[src/rtl/vcb_mod_updown_counter_if.sv]
// Control and status bundle for vcb_mod_updown_counter: count controls in, count/flags out.
interface vcb_mod_updown_counter_if #(
  parameter int WIDTH = 4
);
  logic             ce;
  logic             up;
  logic             L;
  logic [WIDTH-1:0] di;
  logic             stop;
  logic [WIDTH-1:0] Q;
  logic             TC;
  logic             CEO;
  logic             wrap;

  modport master (output ce, up, L, di, stop, input Q, TC, CEO, wrap);
  modport slave  (input ce, up, L, di, stop, output Q, TC, CEO, wrap);
endinterface

[src/rtl/vcb_mod_updown_counter.sv]
// Parametrised modulo-N up/down counter with load clamp, wrap/stop run modes,
// combinational terminal-count/cascade flags and a registered wrap pulse.
module vcb_mod_updown_counter #(
  parameter int WIDTH   = 4,
  parameter int MODULUS = 16
) (
  input  logic                       clk,
  input  logic                       clr,
  vcb_mod_updown_counter_if.slave    bus
);

  localparam logic [WIDTH-1:0] MAX_VAL = WIDTH'(MODULUS - 1);
  localparam logic [WIDTH-1:0] ONE     = WIDTH'(1);
  localparam bit               FULL    = (MODULUS == (1 << WIDTH));

  logic [WIDTH-1:0] q_q, q_d;
  logic             wrap_q, wrap_d;
  logic [WIDTH-1:0] load_val;

  // With a full binary modulus every di is in range, so no clamp is built.
  generate
    if (FULL) begin : g_no_clamp
      assign load_val = bus.di;
    end else begin : g_clamp
      assign load_val = (bus.di > MAX_VAL) ? MAX_VAL : bus.di;
    end
  endgenerate

  // NOTE: every always_comb output gets a default first so no path can infer a latch.
  always_comb begin
    q_d    = q_q;
    wrap_d = 1'b0;
    if (bus.L) begin
      q_d = load_val;
    end else if (bus.ce) begin
      if (bus.up) begin
        if (q_q != MAX_VAL) begin
          q_d = q_q + ONE;
        end else if (!bus.stop) begin
          q_d    = '0;
          wrap_d = 1'b1;
        end
      end else begin
        if (q_q != '0) begin
          q_d = q_q - ONE;
        end else if (!bus.stop) begin
          q_d    = MAX_VAL;
          wrap_d = 1'b1;
        end
      end
    end
  end

  // NOTE: state registers use non-blocking assignments so every flop samples pre-edge values.
  always_ff @(posedge clk) begin
    if (clr) begin
      q_q    <= '0;
      wrap_q <= 1'b0;
    end else begin
      q_q    <= q_d;
      wrap_q <= wrap_d;
    end
  end

  assign bus.Q    = q_q;
  assign bus.wrap = wrap_q;
  assign bus.TC   = bus.up ? (q_q == MAX_VAL) : (q_q == '0);
  assign bus.CEO  = bus.ce & bus.TC;

endmodule

[src/flat_wrapper.sv]
// flat-port wrapper written by rule: the top's interface ports become plain ports
module vcb_mod_updown_counter_flat 
#(
  parameter int WIDTH   = 4,
  parameter int MODULUS = 16
)
  (clk, clr, bus_ce, bus_up, bus_L, bus_di, bus_stop, bus_Q, bus_TC, bus_CEO, bus_wrap);
  vcb_mod_updown_counter_if #(.WIDTH(WIDTH)) bus_i ();
  input  logic clk;
  input  logic clr;
  input wire logic [$bits(bus_i.ce)-1:0] bus_ce;
  input wire logic [$bits(bus_i.up)-1:0] bus_up;
  input wire logic [$bits(bus_i.L)-1:0] bus_L;
  input wire logic [$bits(bus_i.di)-1:0] bus_di;
  input wire logic [$bits(bus_i.stop)-1:0] bus_stop;
  output wire logic [$bits(bus_i.Q)-1:0] bus_Q;
  output wire logic [$bits(bus_i.TC)-1:0] bus_TC;
  output wire logic [$bits(bus_i.CEO)-1:0] bus_CEO;
  output wire logic [$bits(bus_i.wrap)-1:0] bus_wrap;
  assign bus_i.ce = bus_ce;
  assign bus_i.up = bus_up;
  assign bus_i.L = bus_L;
  assign bus_i.di = bus_di;
  assign bus_i.stop = bus_stop;
  assign bus_Q = bus_i.Q;
  assign bus_TC = bus_i.TC;
  assign bus_CEO = bus_i.CEO;
  assign bus_wrap = bus_i.wrap;
  vcb_mod_updown_counter #(.WIDTH(WIDTH), .MODULUS(MODULUS)) u_core (.clk(clk), .clr(clr), .bus(bus_i));
endmodule
[config.mk]
export PLATFORM = sky130hd
export DESIGN_NAME = vcb_mod_updown_counter_flat
export DESIGN_NICKNAME = d
export VERILOG_FILES = /design/src/rtl/vcb_mod_updown_counter_if.sv /design/src/rtl/vcb_mod_updown_counter.sv /design/src/flat_wrapper.sv
export SDC_FILE = /design/constraint.sdc
export NUM_CORES = 1
export LEC_CHECK = 0
export BUFFER_PORTS_ARGS = -buffer_cell sky130_fd_sc_hd__clkbuf_2
export CORE_AREA = 10 10 47 49
export DETAILED_ROUTE_END_ITERATION = 8
export DIE_AREA = 0 0 57 59
export GPL_TIMING_DRIVEN = 0
export PLACE_DENSITY_LB_ADDON = 0.08
export SETUP_SLACK_MARGIN = 0.15
export SYNTH_ARGS = -nofsm -noshare
export SYNTH_HDL_FRONTEND = slang
export SYNTH_SLANG_ARGS = --single-unit
[constraint.sdc]
create_clock -name clk -period 2 [get_ports clk]
set_clock_uncertainty 0.2 [all_clocks]
set_input_delay 0.4 -clock clk [delete_from_list [all_inputs] [get_ports clk]]
set_output_delay 0.4 -clock clk [all_outputs]
set_load 0.005 [all_outputs]
==> impl_metrics.prom <==
# TYPE chip_impl_metric gauge
chip_impl_metric{name="maximum_vdd_drop",unit="mV"} 0.2630
chip_impl_metric{name="yosys_register_bits",unit=""} 5
chip_impl_metric{name="yosysSeqAreaShare",unit="%"} 22.86
chip_impl_metric{name="latest_clock_arrival_within_the_worst_skew_pair",unit="ns"} 0.25
chip_impl_metric{name="ff_latch_area",unit="sq um"} 108.9
chip_impl_metric{name="largest_net_degree_at_the_start_of_global_routing",unit=""} 11
chip_impl_metric{name="p_leak",unit="uW"} 0.0003056
chip_impl_metric{name="finalHoldViolations",unit=""} 0
chip_impl_metric{name="timing.slew.headroom",unit="%"} 68.89
chip_impl_metric{name="multi_input_area",unit="sq um"} 352.8
chip_impl_metric{name="drt.antenna.violating_nets",unit=""} 0
chip_impl_info{name="worst_setup_path_start_kind",value="flip-flop"} 1
chip_impl_metric{name="synth_nets",unit=""} 63
chip_impl_metric{name="fin_crit_sh",unit="%"} 104.1
chip_impl_info{name="worstSetupEndpointType",value="primary output"} 1
chip_impl_info{name="top_usage_layer",value="met2"} 1
chip_impl_metric{name="power.clock.fraction",unit="%"} 32.7
chip_impl_metric{name="use_met1",unit="%"} 10.42
chip_impl_metric{name="cts_hold_buffers",unit=""} 0
chip_impl_metric{name="grt_use_met2",unit="%"} 15.19
chip_impl_info{name="tritoncts",value="done"} 1
chip_impl_metric{name="timing.final.ws_setup",unit="ns"} -0.08105
chip_impl_info{name="setup.worst_path.start",value="u_core.bus.Q[1]"} 1
chip_impl_metric{name="cts_htree_levels",unit=""} 1
chip_impl_metric{name="numPortBuffers",unit=""} 15
chip_impl_metric{name="crit_fanout",unit=""} 5
chip_impl_metric{name="coreArea",unit="sq mm"} 0.001401
chip_impl_info{name="hp-start",value="bus_di[0]"} 1
chip_impl_info{name="synth_largest_area_cell",value="sky130_fd_sc_hd__dfxtp_1"} 1
chip_impl_metric{name="route.vias.total",unit=""} 517
chip_impl_metric{name="fmaxAchievable",unit="MHz"} 480.5
chip_impl_metric{name="synth_area_per_cell",unit="sq um"} 8.587
chip_impl_metric{name="post_synth_num_cell_types",unit=""} 31
chip_impl_metric{name="synth_edf_count",unit=""} 0
chip_impl_metric{name="core.rowCount",unit=""} 14
chip_impl_metric{name="critical_path_arrival",unit="ns"} 1.48
chip_impl_metric{name="power_switching_share",unit="%"} 32.81
chip_impl_info{name="outcome",value="finished with violations"} 1
chip_impl_metric{name="wl",unit="um"} 1449
chip_impl_metric{name="layout.cell_area.non_filler",unit="sq um"} 694.4
chip_impl_metric{name="detailedRoute.firstIterationViolations",unit=""} 4
chip_impl_info{name="synth_top_cells_by_area",value="sky130_fd_sc_hd__dfxtp_1, sky130_fd_sc_hd__ha_1, sky130_fd_sc_hd__inv_1"} 1
chip_impl_info{name="cts_root_buffer",value="sky130_fd_sc_hd__clkbuf_4"} 1
chip_impl_metric{name="viasPerCell",unit=""} 5.385
chip_impl_metric{name="antenna-diode-count",unit=""} 0
chip_impl_metric{name="final.min_clock_period",unit="ns"} 2.081
chip_impl_metric{name="drc",unit=""} 0
chip_impl_metric{name="numCtsBuffers",unit=""} 3
chip_impl_metric{name="die-area",unit="sq mm"} 0.003363
chip_impl_metric{name="internal-power",unit="uW"} 260.7
chip_impl_metric{name="fillerInstances",unit=""} 157
chip_impl_metric{name="die_h",unit="um"} 59
chip_impl_metric{name="nNetsFinal",unit=""} 93
chip_impl_metric{name="grt_overflow",unit=""} 0
chip_impl_metric{name="yosysWarnings",unit=""} 0
chip_impl_metric{name="syn-cell-area",unit="sq um"} 437.9
chip_impl_metric{name="synth_async_sr_flop_share",unit="%"} 0
chip_impl_metric{name="cellPowerDensity",unit="mW/mm^2"} 558.7
chip_impl_metric{name="place_hpwl",unit="um"} 981.1
chip_impl_metric{name="setup_viol",unit=""} 2
chip_impl_metric{name="grt_antenna_before_repair",unit=""} 0
chip_impl_metric{name="layout-drive-gt1-share",unit="%"} 56.25
chip_impl_info{name="path_class",value="flip-flop to primary output"} 1
chip_impl_metric{name="numClockSinks",unit=""} 5
chip_impl_info{name="min_path_type",value="primary input to flip-flop"} 1
chip_impl_info{name="ys_dominant_reg_cell",value="sky130_fd_sc_hd__dfxtp_1"} 1
chip_impl_metric{name="drt_first_pass_iters",unit=""} 3
chip_impl_metric{name="number_of_global_route_vias_before_repair",unit=""} 517
chip_impl_info{name="violated_checks",value="negative setup slack"} 1
chip_impl_metric{name="worst_pin_slew",unit="ns"} 0.4666
chip_impl_metric{name="cts.reportedPaths.clkPinSlew",unit="ns"} 0.05
chip_impl_metric{name="detailed_place.area",unit="sq um"} 534.3
chip_impl_metric{name="grt_util_all_layers",unit="%"} 9.276
chip_impl_metric{name="initial_core_util",unit="%"} 31.25
chip_impl_metric{name="boundaryPins",unit=""} 17
chip_impl_metric{name="cp_data_required_time",unit="ns"} 1.40
chip_impl_metric{name="routed_wire_length_per_instance",unit="um"} 15.09
chip_impl_metric{name="gpl_wtd_cong",unit=""} 0.7088
chip_impl_metric{name="area_delta_synth_final",unit="%"} 58.57
chip_impl_metric{name="dpl_worst_slack",unit="ns"} -0.03136
chip_impl_metric{name="netlist.area_leader.share",unit="%"} 22.86
chip_impl_metric{name="ctsLongestPathBuffers",unit=""} 2
chip_impl_info{name="synth_most_common_cell",value="sky130_fd_sc_hd__inv_1"} 1
chip_impl_metric{name="power_frac_comb",unit="%"} 35.3
chip_impl_info{name="grt_setup_unrepaired",value="true"} 1
chip_impl_metric{name="die_width",unit="um"} 57
chip_impl_metric{name="met3_usage",unit="%"} 5.150
chip_impl_info{name="post_synth_most_frequent_cells",value="sky130_fd_sc_hd__inv_1, sky130_fd_sc_hd__dfxtp_1, sky130_fd_sc_hd__a21oi_1, sky130_fd_sc_hd__o21ai_0"} 1
chip_impl_metric{name="p_sw",unit="uW"} 127.3
chip_impl_metric{name="sequentialPowerShare",unit="%"} 32.0
chip_impl_metric{name="drv_slew",unit=""} 0
chip_impl_metric{name="grt_pass1_wl",unit="um"} 2497
chip_impl_metric{name="reported_max_cap_violation_count",unit=""} 0
chip_impl_metric{name="hold_ws",unit="ns"} 0.1937
chip_impl_info{name="r2r-start",value="u_core.bus.Q[1]"} 1
chip_impl_metric{name="syn_inst",unit=""} 51
==> timing repair <==
action / 4_1_cts / 5_1_grt
cloned: 0 / 0
gates resized for setup: 14 / 2
pin swaps: 2 / 2
endpoints found under the setup margin: 6 / 5
setup buffers: 7 / 3
==> layer usage <==
layer / up-vias / wire (um)
met1: 253 / 645
met3: 0 / 92
li1: 252 / -
met5: - / 0
met4: 0 / 0
met2: 12 / 710
==> through the flow <==
| stage | util, % | power, uW | setup TNS, ns | cells |
|---|---|---|---|---|
| 3_5_place_dp | 38.13 | 217.3 | -0.03136 | 82 |
| 4_1_cts | 47.68 | 385.2 | -0.1456 | 93 |
| 5_1_grt | 49.55 | 422.2 | -0.2239 | 96 |
| 6_report | 49.55 | 388.0 | -0.1327 | 96 |
| 2_1_floorplan | - | 181.0 | 0 | 51 |
| 3_3_place_gp | 38.13 | 217.0 | -0.05898 | 82 |
==> worst paths after layout <==
kind                      to  slack [ns]  cells after the start
max                  bus_CEO       -0.08                      5
min          u_core.bus.Q[0]        0.19                      3
max reg2reg  u_core.bus.Q[3]        0.21                      6
min reg2reg  u_core.bus.Q[0]        0.52                      4
==> cells in the final DEF (no fill, tap or decap), types with 2 or more instances in the layout <==
cell type	count
sky130_fd_sc_hd__clkbuf_1	2
sky130_fd_sc_hd__a211o_1	2
sky130_fd_sc_hd__ha_4	2
sky130_fd_sc_hd__inv_4	2
sky130_fd_sc_hd__o21ai_0	3
sky130_fd_sc_hd__a21oi_1	3
sky130_fd_sc_hd__nand4_1	2
sky130_fd_sc_hd__buf_4	10
sky130_fd_sc_hd__clkbuf_2	15
sky130_fd_sc_hd__mux2i_1	2
sky130_fd_sc_hd__nand4b_1	2
sky130_fd_sc_hd__dfxtp_4	2
sky130_fd_sc_hd__dfxtp_1	2
sky130_fd_sc_hd__inv_1	4
sky130_fd_sc_hd__a31oi_1	2
sky130_fd_sc_hd__clkbuf_4	3
==> final cells by class <==
class	count	share of cell area, %
Multi-Input combinational cell	38	50.81
Tap cell	16	2.883
Inverter	6	3.964
Sequential cell	5	15.68
Timing Repair Buffer	25	21.62
Clock buffer	4	3.784
Buffer	2	1.261
==> power groups by stage <==
stage | clock network [uW] | registers (uW) | logic, uW
finish | 127 | 124 | 137
floorplan | 0 | 120 | 60.8
detailed placement | 0 | 122 | 95.1
CTS | 134 | 123 | 128
global route | 143 | 126 | 153
global placement | 0 | 122 | 94.6
==> state kept, by name (all words and copies together) (netlist names) <==
name / count
u_core.bus.Q: 4
u_core.bus.wrap: 1
==> kinds of logic after synthesis <==
logic type                 after synthesis  share of synthesized area, %
AOI/OAI and AO/OA                       16                         29.14
and+or+nand+nor                         16                         26.00
buffers and inverters                    8                         7.141
DFF                                      5                         22.86
muxes                                    3                         7.143
adders and majority gates                2                         5.713
xor gates and xnor gates                 1                         2.000
==> worst max-delay path, stage by stage (launching register included) <==
cell	delay (ns)
sky130_fd_sc_hd__dfxtp_4	0.37
sky130_fd_sc_hd__ha_4	0.17
sky130_fd_sc_hd__and4_4	0.20
sky130_fd_sc_hd__or2_1	0.22
sky130_fd_sc_hd__and2_4	0.16
sky130_fd_sc_hd__clkbuf_2	0.10
Note: power is estimated with default switching activity, not from simulation.
